<file path="src/rtl/ir_car_select_sync_pkg.sv">
// Shared IR car constants: per-car carrier/timing settings, lookup table and selector state type.
package ir_car_select_sync_pkg;

  localparam int unsigned CAR_COUNT = 4;

  typedef struct packed {
    logic [15:0] carrier_div;   // CLK cycles per IR carrier period
    logic [7:0]  header_len;    // header mark length in carrier periods
    logic [7:0]  bit_len;       // data bit length in carrier periods
  } CarSettings;

  localparam CarSettings BLUE_PARAMS   = '{carrier_div: 16'd2632, header_len: 8'd40, bit_len: 8'd10};
  localparam CarSettings YELLOW_PARAMS = '{carrier_div: 16'd2500, header_len: 8'd48, bit_len: 8'd12};
  localparam CarSettings GREEN_PARAMS  = '{carrier_div: 16'd2778, header_len: 8'd36, bit_len: 8'd9};
  localparam CarSettings RED_PARAMS    = '{carrier_div: 16'd1786, header_len: 8'd32, bit_len: 8'd8};

  localparam CarSettings CAR_PARAMS [CAR_COUNT] = '{BLUE_PARAMS, YELLOW_PARAMS, GREEN_PARAMS, RED_PARAMS};

  typedef enum logic [1:0] {
    ST_IDLE,
    ST_DEBOUNCE,
    ST_PENDING
  } car_sel_state_t;

endpackage

</file>
<file path="src/rtl/ir_car_select_sync_sync_debounce.sv">
// Multi-flop synchroniser bringing the asynchronous slide switches into the CLK domain.
module ir_car_select_sync_sync_debounce #(
  parameter int unsigned WIDTH       = 2,
  parameter int unsigned SYNC_STAGES = 2
) (
  input  logic             clk,
  input  logic             rst,
  input  logic [WIDTH-1:0] raw,
  output logic [WIDTH-1:0] synced
);

  logic [SYNC_STAGES-1:0][WIDTH-1:0] stages;

  always_ff @(posedge clk or posedge rst) begin
    if (rst) begin
      stages <= '0;
    end else begin
      stages <= {stages[SYNC_STAGES-2:0], raw};
    end
  end

  assign synced = stages[SYNC_STAGES-1];

endmodule

</file>
<file path="src/rtl/ir_car_select_sync.sv">
// Synchronised, debounced car selector; commits a new car only during an IR inter-packet gap.
// Optional: define IR_CAR_SELECT_BLINK_EN to blink the pending candidate on LEDS.
module ir_car_select_sync #(
  parameter int unsigned CAR_COUNT       = ir_car_select_sync_pkg::CAR_COUNT,
  parameter int unsigned IDX_W           = $clog2(CAR_COUNT),
  parameter int unsigned SYNC_STAGES     = 2,
  parameter int unsigned DEBOUNCE_CYCLES = 1000000
) (
  input  logic                              CLK,
  input  logic                              RESET,
  input  logic [IDX_W-1:0]                  SWITCHES,
  input  logic                              PACKET_IDLE,
  output ir_car_select_sync_pkg::CarSettings SELECTED_CAR,
  output logic [IDX_W-1:0]                  CAR_INDEX,
  output logic                              CHANGE_PENDING,
  output logic [IDX_W-1:0]                  LEDS
);

  import ir_car_select_sync_pkg::*;

  localparam int unsigned CNT_W = $clog2(DEBOUNCE_CYCLES + 1);
  localparam int unsigned LIM_W = IDX_W + 1;
  localparam logic [CNT_W-1:0] CNT_LAST  = CNT_W'(DEBOUNCE_CYCLES - 1);
  localparam logic [CNT_W-1:0] CNT_SAT   = CNT_W'(DEBOUNCE_CYCLES);
  localparam logic [LIM_W-1:0] CAR_LIMIT = LIM_W'(CAR_COUNT);

  logic [IDX_W-1:0] sw_s;
  logic [IDX_W-1:0] cand;
  logic [CNT_W-1:0] cnt;
  logic             in_range;
  car_sel_state_t   state;

  ir_car_select_sync_sync_debounce #(
    .WIDTH       (IDX_W),
    .SYNC_STAGES (SYNC_STAGES)
  ) u_sync_debounce (
    .clk    (CLK),
    .rst    (RESET),
    .raw    (SWITCHES),
    .synced (sw_s)
  );

  assign in_range       = ({1'b0, sw_s} < CAR_LIMIT);
  assign CHANGE_PENDING = (state == ST_PENDING);

  // Selection FSM; commit on PACKET_IDLE has priority over any switch movement while pending.
  always_ff @(posedge CLK or posedge RESET) begin
    if (RESET) begin
      state        <= ST_IDLE;
      cand         <= '0;
      cnt          <= '0;
      CAR_INDEX    <= '0;
      SELECTED_CAR <= CAR_PARAMS[0];
    end else begin
      case (state)
        ST_IDLE: begin
          if (in_range && (sw_s != CAR_INDEX)) begin
            cand  <= sw_s;
            cnt   <= '0;
            state <= ST_DEBOUNCE;
          end
        end
        ST_DEBOUNCE: begin
          if (sw_s != cand) begin
            state <= ST_IDLE;
          end else if (cnt == CNT_LAST) begin
            state <= ST_PENDING;
          end else if (cnt != CNT_SAT) begin
            cnt <= cnt + CNT_W'(1);
          end
        end
        ST_PENDING: begin
          if (PACKET_IDLE) begin
            CAR_INDEX    <= cand;
            SELECTED_CAR <= CAR_PARAMS[cand];
            state        <= ST_IDLE;
          end else if (sw_s == CAR_INDEX) begin
            state <= ST_IDLE;
          end else if ((sw_s != cand) && in_range) begin
            cand  <= sw_s;
            cnt   <= '0;
            state <= ST_DEBOUNCE;
          end
        end
        default: state <= ST_IDLE;
      endcase
    end
  end

`ifdef IR_CAR_SELECT_BLINK_EN
  logic [23:0] blink_cnt;

  // Pending candidate blinks against blank; otherwise the committed car is shown.
  always_ff @(posedge CLK or posedge RESET) begin
    if (RESET) begin
      blink_cnt <= '0;
      LEDS      <= '0;
    end else begin
      blink_cnt <= blink_cnt + 24'd1;
      if (state == ST_PENDING) begin
        LEDS <= blink_cnt[23] ? '0 : cand;
      end else begin
        LEDS <= CAR_INDEX;
      end
    end
  end
`else
  assign LEDS = CAR_INDEX;
`endif

endmodule
</file>
<file path="config.mk">
export PLATFORM = sky130hd
export DESIGN_NAME = ir_car_select_sync
export DESIGN_NICKNAME = d
export VERILOG_FILES = /design/src/rtl/ir_car_select_sync_pkg.sv /design/src/rtl/ir_car_select_sync_sync_debounce.sv /design/src/rtl/ir_car_select_sync.sv
export SDC_FILE = /design/constraint.sdc
export NUM_CORES = 1
export LEC_CHECK = 0
export BUFFER_PORTS_ARGS = -buffer_cell sky130_fd_sc_hd__buf_2
export CAP_MARGIN = 20
export CORE_AREA = 2 2 79 81
export DETAILED_ROUTE_END_ITERATION = 8
export DIE_AREA = 0 0 81 83
export GPL_TIMING_DRIVEN = 0
export PLACE_DENSITY_LB_ADDON = 0.25
export SYNTH_ARGS = -nofsm -noshare
export SYNTH_HDL_FRONTEND = slang
export SYNTH_SLANG_ARGS = --single-unit
</file>
<file path="constraint.sdc">
create_clock -name CLK -period 2.7 [get_ports CLK]
set_clock_uncertainty 0.2 [all_clocks]
set_input_delay 0.27 -clock CLK [delete_from_list [all_inputs] [get_ports CLK]]
set_output_delay 0.27 -clock CLK [all_outputs]
set_load 0.03 [all_outputs]
</file>
* Yosys cells after proc, flatten, opt, wreduce, memory -nomap -nowiden *
Index checks and enable logic that the tools add are counted.

operators by class
  order comparisons = 1
  add/subtract/negate cells = 1
  mux-type cells = 23
  reduce and logical (&&, ||, !) cells = 7
  equal/unequal tests = 16
  bitwise operators = 1

operators by type and width
  cell                     count
  $mux W20                 7
  $bmux W32 S2             1
  $mux W32                 2
  $pmux W20 S3             1
  $add A20 B1 Y20 const B  1
  $eq A20 B20 Y1 const B   1
  $mux W2                  10
  $ne A20 B20 Y1 const B   1
  $ne A2 B2 Y1 const B     6
  $reduce_and A8 Y1        1
  $pmux W2 S3              1
  $reduce_and A5 Y1        1
  $ne A2 B2 Y1             2
  $ne A4 B2 Y1 const B     1
  $pmux W2 S2              1
  $ge A3 B3 Y1 const B     1
  $ne A3 B3 Y1 const B     1
  $not A2 Y3               1
  $reduce_and A3 Y1        1
  $reduce_bool A3 Y1       1
  $eq A2 B1 Y1 const B     1
  $eq A2 B2 Y1             1
  $eq A2 B2 Y1 const B     1
  $logic_not A2 Y1         1
  other kinds (3)          3

storage, ports and cells
  register bits after elaboration = 62
  word-level logic and storage cells = 58
  input bits = 5
  output and inout bits = 37

* Longest topological paths before layout *
  depth after elaboration = 5
  gate-level depth with buffers = 8
  gate-level depth less buffers = 7

* Cells and area by module *
A second synthesis with hierarchy kept.

unflattened totals
  cells, all modules = 244
  area, all modules = 2234.6 um^2

by module, submodules not included
  module                            times used  cells each  area each (um^2)  sequential area each (um^2)
  ir_car_select_sync                1           237         2115.8            829.5
  ir_car_select_sync_sync_debounce  1           7           118.9             100.1

* Worst setup path before layout *
OpenSTA, ideal clock, no wires.

  kind = register -> register
  start point = reg cnt[11]
  end point = reg cnt[15]
  required time = 2.370 ns
  path slack = 0.259 ns
  period minus slack after synthesis = 2.441 ns
  arrival = 2.111 ns
  cell stages (with the launch flop) = 7
  library setup time = 0.130 ns
  buffers on the path = 1
  cell sequence = dfrtp_1 > or4b_1 > or4_4 > o211a_1 > buf_2 > a41oi_1 > a31oi_1

between the ends
  longest elaborated chain between the ends = 5
  elaborated cells between the ends (all ways) = 10
  those cells by class = add/sub: 1; eq/ne: 4; mux: 4; reduce/logical: 1

ends and longest elaborated chain
  what                    line                      text
  from (decl)             ir_car_select_sync.sv:29  logic [CNT_W-1:0] cnt;
  from (signal assigned)  ir_car_select_sync.sv:69  cnt <= cnt + CNT_W'(1);
  $add A20 B1 Y20         ir_car_select_sync.sv:69
  $mux W20                ir_car_select_sync.sv:68  end else if (cnt != CNT_SAT) begin
  $mux W20                ir_car_select_sync.sv:66  end else if (cnt == CNT_LAST) begin
  $mux W20                ir_car_select_sync.sv:64  if (sw_s != cand) begin
  $pmux W20 S3            ir_car_select_sync.sv:55  case (state)

Parallel ways exist; a longest one is shown, timed or not. The select of a mux whose other input is x is not followed.
A chain may end at the register's enable or synchronous reset.

* Worst setup path after layout *
  start point = reg cnt[11]
  end point = reg cnt[9]

between the ends
  longest elaborated chain between the ends = 3
  elaborated cells between the ends (all ways) = 5
  those cells by class = eq/ne: 4; reduce/logical: 1

ends and longest elaborated chain
  what                                              line
  $ne A20 B20 Y1 or $eq A20 B20 Y1 (tied branches)  ir_car_select_sync.sv:68, ir_car_select_sync.sv:66
  $ne A2 B2 Y1 (no source line)                     -
  $reduce_and A8 Y1 (no source line) (*)            -

Mark *: on every way between the ends. The rest lies on a longest branch, timed or not.

==> impl_metrics.env <==
export IMPL_drt_met1_wl_um=2060
export IMPL_synth_edf_count=0
export IMPL_hold_slack_ns=0.135
export IMPL_first_iter_violations=108
export IMPL_synth_commonest_cells="dfrtp_1 (34), nand2_1 (30), buf_4 (27), a31oi_1 (16), nand3_1 (13)"
export IMPL_critPathSlowestCell="or4_4"
export IMPL_cp_num_buf_inv=1
export IMPL_grt_usage_pct=13.9
export IMPL_instances_no_fill=354
export IMPL_n_antenna_cell=0
export IMPL_grt_pass1_vias=1603
export IMPL_worstSetupStartpointType="register"
export IMPL_synth_area_leaders="dfrtp_1 (41%), buf_4 (9.7%), nand2_1 (5.4%)"
export IMPL_power_density_nw_per_um2=1010
export IMPL_die_h_um=83
export IMPL_yosysMostFrequentCell="dfrtp_1"
export IMPL_timing_fmax_mhz=381
export IMPL_maxCapViolCount=0
export IMPL_wl_met3_um=183
export IMPL_rsz0062_at_grt="no"
export IMPL_tightestPinTransition_ns=0.778
export IMPL_synth_distinct_cells=46
export IMPL_avgSynthCellArea_um2=9.29
export IMPL_drive_gt1_share_pct=28.7
export IMPL_cts_tree="done"
export IMPL_finalSetupViolCount=0
export IMPL_antenna_found_initial=0
export IMPL_power_frac_clock_pct=15.7
export IMPL_worst_path_max_fanout=10
export IMPL_crit_path_cell_trace="or4b_1 -> or4_4 -> o211ai_4 -> nand2_4 -> buf_6 -> a31oi_1"
export IMPL_grt_pass1_wl_um=7420
export IMPL_ctsLongestPathBuffers=2
export IMPL_vias_per_cell=4.87
export IMPL_p_int_w=0.00141
export IMPL_peakVddDrop_mv=0.525
export IMPL_area_growth_pct=20.6
export IMPL_wl_met2_um=2000
export IMPL_async_flop_share_pct=100
export IMPL_ys_warn_count=0
export IMPL_gr_total_overflow=0
export IMPL_ys_ff_latch=37
export IMPL_crit_path_end_kind="register"
export IMPL_fin_setup_tns_ns=0
export IMPL_detail_route_antenna_nets=0
export IMPL_synth_top_flop_cell="dfrtp_1"
export IMPL_comb_power_share_pct=52.1
export IMPL_netlist_instances=226
export IMPL_rows=28
export IMPL_worstSetupPathType="reg -> reg"
export IMPL_synth_top_area_share_pct=40.5
export IMPL_status="completed"
export IMPL_hold_class="in -> reg"
export IMPL_finalMaxSlewViolations=0
export IMPL_start_util_pct=36.1
export IMPL_switchingPower_w=0.00115
export IMPL_cts_root_buf="clkbuf_8"
export IMPL_die_x_um=81
export IMPL_finalHoldViolations=0
export IMPL_timing_final_crit_share_pct=97.1
export IMPL_leakage_nw=1.20
export IMPL_seqPwrFrac_pct=32.2
export IMPL_hpwl_um=3000
export IMPL_path_clk_slew_ns=0.07
export IMPL_crit_arrival_ns=2.63
export IMPL_final_nets=285
export IMPL_r2r_slack_ns=0.08
export IMPL_first_pass_iters=4
export IMPL_cts_max_level=2
export IMPL_crit_path_max_incr_delay_ns=0.58
export IMPL_place_inst=340
export IMPL_clk_latency_ns=0.29
export IMPL_critical_path_top_delay_family="simple AND/OR/NAND/NOR gates"
export IMPL_ios=42
export IMPL_place_gp_congestion=0.800
export IMPL_wirelength_um=4320
export IMPL_switching_share_pct=44.9
export IMPL_numCtsBuffers=5
export IMPL_grt_max_degree=38
export IMPL_slew_headroom_pct=48.0
export IMPL_drc_errors=0
export IMPL_vias=1723
export IMPL_die_area_um2=6720
export IMPL_mappedNetlistArea_um2=2100
export IMPL_avgRoutedWirePerCell_um=12.2
export IMPL_highest_layer="met4"
export IMPL_portBuffers=25
export IMPL_clock_sinks=37
export IMPL_finalCriticalPeriod_ns=2.62
export IMPL_core_area_um2=5820
export IMPL_ys_seq_area_share_pct=44.3
export IMPL_critPathRequiredTime_ns=2.71
export IMPL_synth_top_cell_by_area="dfrtp_1"
[repair_timing]
action,4_1_cts,5_1_grt
setup buffers,0,4
endpoints found under the hold margin,36,0
gates resized for setup,0,3
pin swaps,1,1
endpoints found under the setup margin,1,12
hold buffers,3,0
[per-stage QoR]
stage	setup WS [ns]	utilization, %	total power (W)	instance area, um2
6_report	0.0775	43.5	0.00256	2530
5_1_grt	0.00470	43.5	0.00276	2530
4_1_cts	0.00646	42.8	0.00253	2490
3_5_place_dp	0.00466	40.8	0.00212	2370
3_3_place_gp	0.0226	40.8	0.00210	2370
2_1_floorplan	0.259	-	0.00181	2150
[tightest hold or removal path, delay by kind of cell]
| family | cells | cell delay [ns] |
|---|---|---|
| AND/OR/NAND/NOR | 2 | 0.10 |
| AO/OA/AOI/OAI | 1 | 0.11 |
| buffers and inverters | 1 | 0.10 |
[flip-flops by register name (all words and copies together) (netlist names)]
register / flops
u_sync_debounce.stages: 2
cand: 2
cnt: 20
state: 2
CAR_INDEX: 1
SELECTED_CAR: 8
u_sync_debounce.synced: 2
[power by group through the flow]
stage	clock network [W]	registers [W]	logic, W
6_report	0.000402	0.000825	0.00134
4_1_cts	0.000418	0.000825	0.00129
2_1_floorplan	0	0.000932	0.000874
3_5_place_dp	0	0.000835	0.00128
3_3_place_gp	0	0.000831	0.00127
5_1_grt	0.000443	0.000849	0.00147
[metal layers]
layer,global-route usage (%),vias up
met5,0,-
met4,6.01,0
met3,3.37,5
met2,21.8,45
met1,18.1,803
li1,-,870
[cells by family after synthesis]
| group | share of synthesized area, % |
|---|---|
| other cells | 0.358 |
| fa+ha+maj | 1.19 |
| xor+xnor | 1.67 |
| simple gates | 19.4 |
| buf+inv | 13.3 |
| flops | 44.3 |
| mux | 2.03 |
| compound gates | 17.8 |
[area by class of cell]
class                   count  area [um2]
fillers                   608        3280
flip-flops and latches     37         931
multi-input cells         158         958
inverters                   6        22.5
repair buffers             32         185
clock buffers               8        90.1
well taps                  75        93.8
plain buffers              38         251
[final timing paths]
path,startpoint,to,depth (start not counted)
max,cnt[11],cnt[9],6
min,PACKET_IDLE,state[1],4
max reg2reg,cnt[11],cnt[9],6
min reg2reg,u_sync_debounce.stages[1],u_sync_debounce.synced[1],0
max in group asynchronous,RESET,cnt[11],3
min in group asynchronous,RESET,cnt[13],3
[placed cells by master, fill, tap and decap left out, drive strengths merged, types with 3 or more instances in the layout]
| cell type | count |
|---|---|
| nand2 | 31 |
| inv | 6 |
| a41oi | 7 |
| nor3 | 3 |
| clkbuf | 17 |
| and3 | 3 |
| o21ai | 8 |
| xor2 | 4 |
| conb | 16 |
| nor2 | 8 |
| dlygate4sd3 | 3 |
| and4 | 3 |
| a31oi | 16 |
| nand3 | 13 |
| dfrtp | 34 |
| dfstp | 3 |
| nor2b | 4 |
| buf | 58 |
| a21oi | 10 |
Note: power is estimated with default switching activity, not from simulation.
